==> config.mk <==
export PLATFORM = sky130hd
export DESIGN_NAME = axi_lite_slave_regs
export DESIGN_NICKNAME = d
export VERILOG_FILES = /design/src/rtl/axi_lite_pkg.sv /design/src/rtl/axi_lite_regbank.sv /design/src/rtl/axi_lite_slave_regs.sv
export SDC_FILE = /design/constraint.sdc
export NUM_CORES = 1
export LEC_CHECK = 0
export CORE_MARGIN = 2
export CORE_UTILIZATION = 40
export DETAILED_ROUTE_END_ITERATION = 7
export PLACE_DENSITY_LB_ADDON = 0.25
export SLEW_MARGIN = 20
export SYNTH_ARGS = -nofsm -noshare
export SYNTH_HDL_FRONTEND = slang
export SYNTH_SLANG_ARGS = --single-unit
==> constraint.sdc <==
create_clock -name clk -period 4.15 [get_ports clk]
set_clock_uncertainty 0.2 [all_clocks]
set_input_delay 0.83 -clock clk [delete_from_list [all_inputs] [get_ports clk]]
set_output_delay 0.83 -clock clk [all_outputs]
set_load 0.01 [all_outputs]
==> src/rtl/axi_lite_pkg.sv <==
// Shared definitions for the AXI4-Lite register slave: response codes and
// the write/read channel state encodings.
package axi_lite_pkg;

  localparam logic [1:0] RESP_OKAY   = 2'b00;
  localparam logic [1:0] RESP_SLVERR = 2'b10;

  typedef enum logic [1:0] {
    W_IDLE,
    W_WAIT_W,
    W_WAIT_A,
    W_RESP
  } wr_state_e;

  typedef enum logic {
    R_IDLE,
    R_DATA
  } rd_state_e;

endpackage

==> src/rtl/axi_lite_regbank.sv <==
// Register array behind the AXI4-Lite slave: byte-strobe write port,
// combinational read port and address range / error decode.
// Optional build macro: AXI_LITE_PROT_CHECK_EN -- when defined, unprivileged
// (prot[0]=0) accesses to index 0 are rejected with an error.
module axi_lite_regbank #(
  parameter int          NUM_REGS  = 16,
  parameter logic [31:0] RESET_VAL = 32'h0000_0000
) (
  input  logic        clk,
  input  logic        rst,
  input  logic        wr_en,
  input  logic [31:0] wr_addr,
  input  logic [2:0]  wr_prot,
  input  logic [31:0] wr_data,
  input  logic [3:0]  wr_strb,
  output logic        wr_err,
  input  logic [31:0] rd_addr,
  input  logic [2:0]  rd_prot,
  output logic [31:0] rd_data,
  output logic        rd_err
);

  localparam int IW = (NUM_REGS > 1) ? $clog2(NUM_REGS) : 1;

  logic [31:0] regs [NUM_REGS];
  logic [29:0] widx;
  logic [29:0] ridx;
  logic        w_oor;
  logic        r_oor;

  // Byte address low bits are ignored; the word index selects the register.
  assign widx  = wr_addr[31:2];
  assign ridx  = rd_addr[31:2];
  assign w_oor = (widx >= 30'(NUM_REGS));
  assign r_oor = (ridx >= 30'(NUM_REGS));

`ifdef AXI_LITE_PROT_CHECK_EN
  assign wr_err = w_oor | ((widx == '0) & ~wr_prot[0]);
  assign rd_err = r_oor | ((ridx == '0) & ~rd_prot[0]);
  logic unused_bits;
  assign unused_bits = ^{wr_addr[1:0], rd_addr[1:0], wr_prot[2:1], rd_prot[2:1]};
`else
  assign wr_err = w_oor;
  assign rd_err = r_oor;
  logic unused_bits;
  assign unused_bits = ^{wr_addr[1:0], rd_addr[1:0], wr_prot, rd_prot};
`endif

  // Read port: rejected reads return zero so no register contents leak out.
  always_comb begin
    rd_data = '0;
    if (!rd_err) rd_data = regs[ridx[IW-1:0]];
  end

  // Write port: only strobed bytes of an accepted, in-range write change.
  always_ff @(posedge clk or negedge rst) begin
    if (!rst) begin
      for (int i = 0; i < NUM_REGS; i++) regs[i] <= RESET_VAL;
    end else if (wr_en && !wr_err) begin
      for (int i = 0; i < NUM_REGS; i++) begin
        if (widx == 30'(i)) begin
          for (int b = 0; b < 4; b++) begin
            if (wr_strb[b]) regs[i][8*b +: 8] <= wr_data[8*b +: 8];
          end
        end
      end
    end
  end

endmodule

==> src/rtl/axi_lite_slave_regs.sv <==
// AXI4-Lite slave terminating AW/W/B and AR/R with independent write and
// read state machines in front of axi_lite_regbank. Build macro
// AXI_LITE_PROT_CHECK_EN (see axi_lite_regbank) enables the index-0
// protection check.
//
// state    | meaning
// W_IDLE   | ready for AW and W, either order or together
// W_WAIT_W | address latched, waiting for write data
// W_WAIT_A | data latched, waiting for write address
// W_RESP   | write response presented until bready
// R_IDLE   | ready for AR
// R_DATA   | read data presented until rready
module axi_lite_slave_regs
  import axi_lite_pkg::*;
#(
  parameter int          NUM_REGS  = 16,
  parameter logic [31:0] RESET_VAL = 32'h0000_0000
) (
  input  logic        clk,
  input  logic        rst,
  input  logic        awvalid,
  output logic        awready,
  input  logic [31:0] awaddr,
  input  logic [2:0]  awprot,
  input  logic        wvalid,
  output logic        wready,
  input  logic [31:0] wdata,
  input  logic [3:0]  wstrb,
  output logic        bvalid,
  input  logic        bready,
  output logic [1:0]  bresp,
  input  logic        arvalid,
  output logic        arready,
  input  logic [31:0] araddr,
  input  logic [2:0]  arprot,
  output logic        rvalid,
  input  logic        rready,
  output logic [31:0] rdata,
  output logic [1:0]  rresp
);

  wr_state_e   wr_state;
  rd_state_e   rd_state;
  logic [31:0] awaddr_q;
  logic [2:0]  awprot_q;
  logic [31:0] wdata_q;
  logic [3:0]  wstrb_q;
  logic        aw_hs;
  logic        w_hs;
  logic        ar_hs;
  logic        commit;
  logic [31:0] c_addr;
  logic [2:0]  c_prot;
  logic [31:0] c_data;
  logic [3:0]  c_strb;
  logic        wr_err;
  logic [31:0] rd_data;
  logic        rd_err;

  assign aw_hs = awvalid & awready;
  assign w_hs  = wvalid & wready;
  assign ar_hs = arvalid & arready;

  // Commit operands: use the latched half when the other half arrives later.
  always_comb begin
    c_addr = awaddr;
    c_prot = awprot;
    c_data = wdata;
    c_strb = wstrb;
    commit = 1'b0;
    case (wr_state)
      W_IDLE:   commit = aw_hs & w_hs;
      W_WAIT_W: begin
        c_addr = awaddr_q;
        c_prot = awprot_q;
        commit = w_hs;
      end
      W_WAIT_A: begin
        c_data = wdata_q;
        c_strb = wstrb_q;
        commit = aw_hs;
      end
      default:  commit = 1'b0;
    endcase
  end

  axi_lite_regbank #(
    .NUM_REGS  (NUM_REGS),
    .RESET_VAL (RESET_VAL)
  ) u_regbank (
    .clk     (clk),
    .rst     (rst),
    .wr_en   (commit),
    .wr_addr (c_addr),
    .wr_prot (c_prot),
    .wr_data (c_data),
    .wr_strb (c_strb),
    .wr_err  (wr_err),
    .rd_addr (araddr),
    .rd_prot (arprot),
    .rd_data (rd_data),
    .rd_err  (rd_err)
  );

  // Write channel FSM with registered readies and response.
  always_ff @(posedge clk or negedge rst) begin
    if (!rst) begin
      wr_state <= W_IDLE;
      awready  <= 1'b1;
      wready   <= 1'b1;
      bvalid   <= 1'b0;
      bresp    <= RESP_OKAY;
      awaddr_q <= '0;
      awprot_q <= '0;
      wdata_q  <= '0;
      wstrb_q  <= '0;
    end else begin
      case (wr_state)
        W_IDLE: begin
          if (aw_hs && w_hs) begin
            wr_state <= W_RESP;
            awready  <= 1'b0;
            wready   <= 1'b0;
            bvalid   <= 1'b1;
            bresp    <= wr_err ? RESP_SLVERR : RESP_OKAY;
          end else if (aw_hs) begin
            wr_state <= W_WAIT_W;
            awready  <= 1'b0;
            awaddr_q <= awaddr;
            awprot_q <= awprot;
          end else if (w_hs) begin
            wr_state <= W_WAIT_A;
            wready   <= 1'b0;
            wdata_q  <= wdata;
            wstrb_q  <= wstrb;
          end
        end
        W_WAIT_W, W_WAIT_A: begin
          if (commit) begin
            wr_state <= W_RESP;
            awready  <= 1'b0;
            wready   <= 1'b0;
            bvalid   <= 1'b1;
            bresp    <= wr_err ? RESP_SLVERR : RESP_OKAY;
          end
        end
        W_RESP: begin
          if (bready) begin
            wr_state <= W_IDLE;
            awready  <= 1'b1;
            wready   <= 1'b1;
            bvalid   <= 1'b0;
          end
        end
        default: wr_state <= W_IDLE;
      endcase
    end
  end

  // Read channel FSM; data is sampled on the AR edge so a same-edge write is not seen.
  always_ff @(posedge clk or negedge rst) begin
    if (!rst) begin
      rd_state <= R_IDLE;
      arready  <= 1'b1;
      rvalid   <= 1'b0;
      rdata    <= '0;
      rresp    <= RESP_OKAY;
    end else begin
      case (rd_state)
        R_IDLE: begin
          if (ar_hs) begin
            rd_state <= R_DATA;
            arready  <= 1'b0;
            rvalid   <= 1'b1;
            rdata    <= rd_data;
            rresp    <= rd_err ? RESP_SLVERR : RESP_OKAY;
          end
        end
        R_DATA: begin
          if (rready) begin
            rd_state <= R_IDLE;
            arready  <= 1'b1;
            rvalid   <= 1'b0;
          end
        end
        default: rd_state <= R_IDLE;
      endcase
    end
  end

endmodule

==> key figures <==
Placement
  – Routability cong.: 0.7627
  – Buffers on Ports: 141
  – Placed cell areas: 31590 µm²
  – Post-DP HPWL: 43.74 mm
  – Placed Cells incl. Taps: 2836

Clock network
  – CTS H-tree depth: 3
  – Worst-Skew Late Latency: 0.61 ns
  – Post-CTS Hold Buffers: 0
  – Maximum clock path buffer count: 3
  – TritonCTS clock tree: built
  – TritonCTS Buffers: 69
  – Number of gates resized after cts: 0
  – Clock sinks: 620
  – Post-CTS Setup Inserts: 0
  – CTS clk-pin slew, worst paths: 0.06 ns
  – CTS root buffer: clkbuf_16

Critical path
  – Required @ worst endpoint: 4.42 ns
  – Crit end category: flop
  – Crit path kind: flop to flop
  – Critical Path Source Type: flop
  – Critical Path Fanout Max: 16
  – Arrival @ worst endpoint: 3.90 ns

GRT
  – Global Route Usage Sum: 0.1893
  – Initial antenna violation count: 1
  – Grt total ovfl: 0
  – Wire length of the first global-routing pass: 107.1 mm
  – Pin count of the biggest net entering global routing: 86
  – Vias in the first global route: 17650

Timing
  – Rel. slew slack: 0.3297
  – Final TNS setup: 0 ns
  – RSZ-0062 raised after global routing: false
  – Final Critical Period: 3.632 ns
  – Worst hold slack: 0.06521 ns
  – Worst-margin pin slew: 1.005 ns
  – Setup-failing EPs final: 0
  – Max Fclk: 275.3 MHz
  – Hold Vio Cnt, Final: 0
  – Slew Viols, Final: 0
  – Final worst path period share: 0.8752

Yosys
  – Post-synth cell types: 56
  – Most area-hungry cell type in the Yosys netlist: dfrtp_1
  – Ys async rst share: 1.000
  – Mapped Area: 28850 µm²
  – Synth warn: 0
  – Post-Syn Instances: 1801
  – Synth area leaders: dfrtp_1, mux2_2, mux4_2, mux2_1, nand3_4
  – Number of flops mapped to enable cells by yosys: 0
  – Syn Area/Cell: 16.02 µm²
  – Area share of the largest cell type after synthesis: 0.5352
  – Yosys reg bits: 620
  – Most common flop cell mapped by yosys: dfrtp_1
  – Fraction of the yosys area taken by sequential cells: 0.5380

Finish
  – P&R area growth vs syn: 17.15%
  – # diodes: 0
  – Share of layout cells above drive strength 1: 0.4554
  – Non-Filler Instances: 2957
  – Design Area, Final: 33800 µm²
  – Layout Nets: 2074

Floorplanning
  – Top Ports: 154
  – Area of the core: 71490 µm²
  – Die height: 272.6 µm
  – DIE WIDTH: 272.6 µm
  – DIE AREA: 74280 µm²
  – Floorplan row count: 98
  – Starting density of the core: 0.4035

Drt
  – DRC Markers: 0
  – Router iterations before antenna repair: 4
  – Iter 0 DRT Violations: 818
  – Wire per inst: 23.14 µm
  – Vias: 16240
  – Drt total wl: 68.44 mm
  – Antenna viol nets, final: 0
  – DR vias/cell: 5.491

Worst hold path
  – Min-Delay Path Class: input port to async pin

Power and ir drop
  – PwrDens: 372.9 nW/µm²
  – Total power: 12.60 mW
  – Static Leak: 15.88 nW
  – Worst VDD drop: 0.2690 mV

Status
  – Run status: completed

Run
  – Maxcap violations: 0
-- area by class of cell --
cell class | count | area [µm²]
Sequential cell | 620 | 15520
Fill cell | 6083 | 37690
Clock buffer | 107 | 2043
Inverter | 12 | 45.04
Tap cell | 950 | 1189
Multi-Input combinational cell | 1058 | 12790
Timing Repair Buffer | 196 | 2043
Clock inverter | 14 | 167.7
-- final timing paths --
| path | cells after the start | start | slack (ns) | endpoint |
|---|---|---|---|---|
| setup / recovery | 7 | wr_state[1] | 0.52 | u_regbank.regs[142] |
| setup reg to reg | 7 | wr_state[1] | 0.52 | u_regbank.regs[142] |
| hold / removal | 1 | rst | 0.07 | rdata[12] |
| max in group asynchronous | 2 | rst | 2.74 | u_regbank.regs[142] |
| hold reg to reg | 1 | u_regbank.regs[183] | 0.28 | u_regbank.regs[183] |
| min in group clk | 1 | u_regbank.regs[183] | 0.28 | u_regbank.regs[183] |
-- logic make-up after synthesis --
| kind of cell | after synthesis | synth area share |
|---|---|---|
| AO/OA/AOI/OAI | 145 | 0.04376 |
| adder cells (fa/ha/maj) | 4 | 0.001735 |
| buffers and inverters | 124 | 0.02065 |
| flip-flops | 620 | 0.5380 |
| multiplexers | 739 | 0.3414 |
| other | 1 | 0.0001300 |
| AND/OR/NAND/NOR | 168 | 0.05439 |
-- metal layers --
metal  routed length, µm  track usage  vias up
met5                  13            0        -
met4                1677      0.06116        2
met3                2792      0.03260       74
met2               33830       0.3149      264
met1               30130       0.2530     8726
li1                    -            -     7172
-- power breakdown --
group	internal [mW]	switching, mW
registers	6.06	0.00988
logic	0.201	0.334
clock network	3.57	2.42
-- layout by cell type (no fill, tap or decap), types with 39 or more instances in the layout --
master	synthesis	final
a22oi_1	66	66
buf_4	4	39
clkbuf_16	0	72
clkdlybuf4s50_1	0	138
dfrtp_1	617	617
mux2_1	75	75
mux2_2	508	508
mux4_2	128	128
nand2_1	45	45
nand3_4	48	48
-- cell usage after synthesis (2+ instances only) --
cell type and count:
a211oi_2 6, a211oi_4 10, a21oi_1 6, a22o_1 32
a22oi_1 66, a31oi_1 5, a32oi_1 2, and3b_1 2
buf_1 14, buf_2 8, buf_4 4, buf_6 11
buf_8 2, clkbuf_1 73, dfrtp_1 617, dfstp_2 3
ha_1 4, inv_1 12, mux2_1 75, mux2_2 508
mux2_4 24, mux2i_1 4, mux4_2 128, nand2_1 45
nand2b_1 2, nand3_1 9, nand3_2 15, nand3_4 48
nor2_1 11, nor2b_1 3, nor3_1 3, nor3_4 4
nor4_1 15, o21ai_0 8
-- registers in the layout, summed over array words and instances (netlist names), 2 cells and up --
| signal | count |
|---|---|
| u_regbank.regs | 512 |
| awaddr_q | 30 |
| wdata_q | 32 |
| wr_state | 2 |
| wstrb_q | 4 |
| rdata | 32 |
-- per-stage QoR --
stage,util,setup WS (ns)
2_1_floorplan,-,1.232
3_3_place_gp,0.4418,0.2521
3_5_place_dp,0.4418,0.2290
4_1_cts,0.4728,0.5042
5_1_grt,0.4728,0.3567
6_report,0.4728,0.5180
-- worst max-delay path, stage by stage, from the launching register on --
cell and delay, ns:
dfrtp_1 0.40, inv_1 0.11, ha_1 0.50, buf_4 0.30, a32oi_1 0.34, a211oi_2 0.76, nand3_2 0.47, mux2_2 0.41
Power figures use the tool's default switching activity.
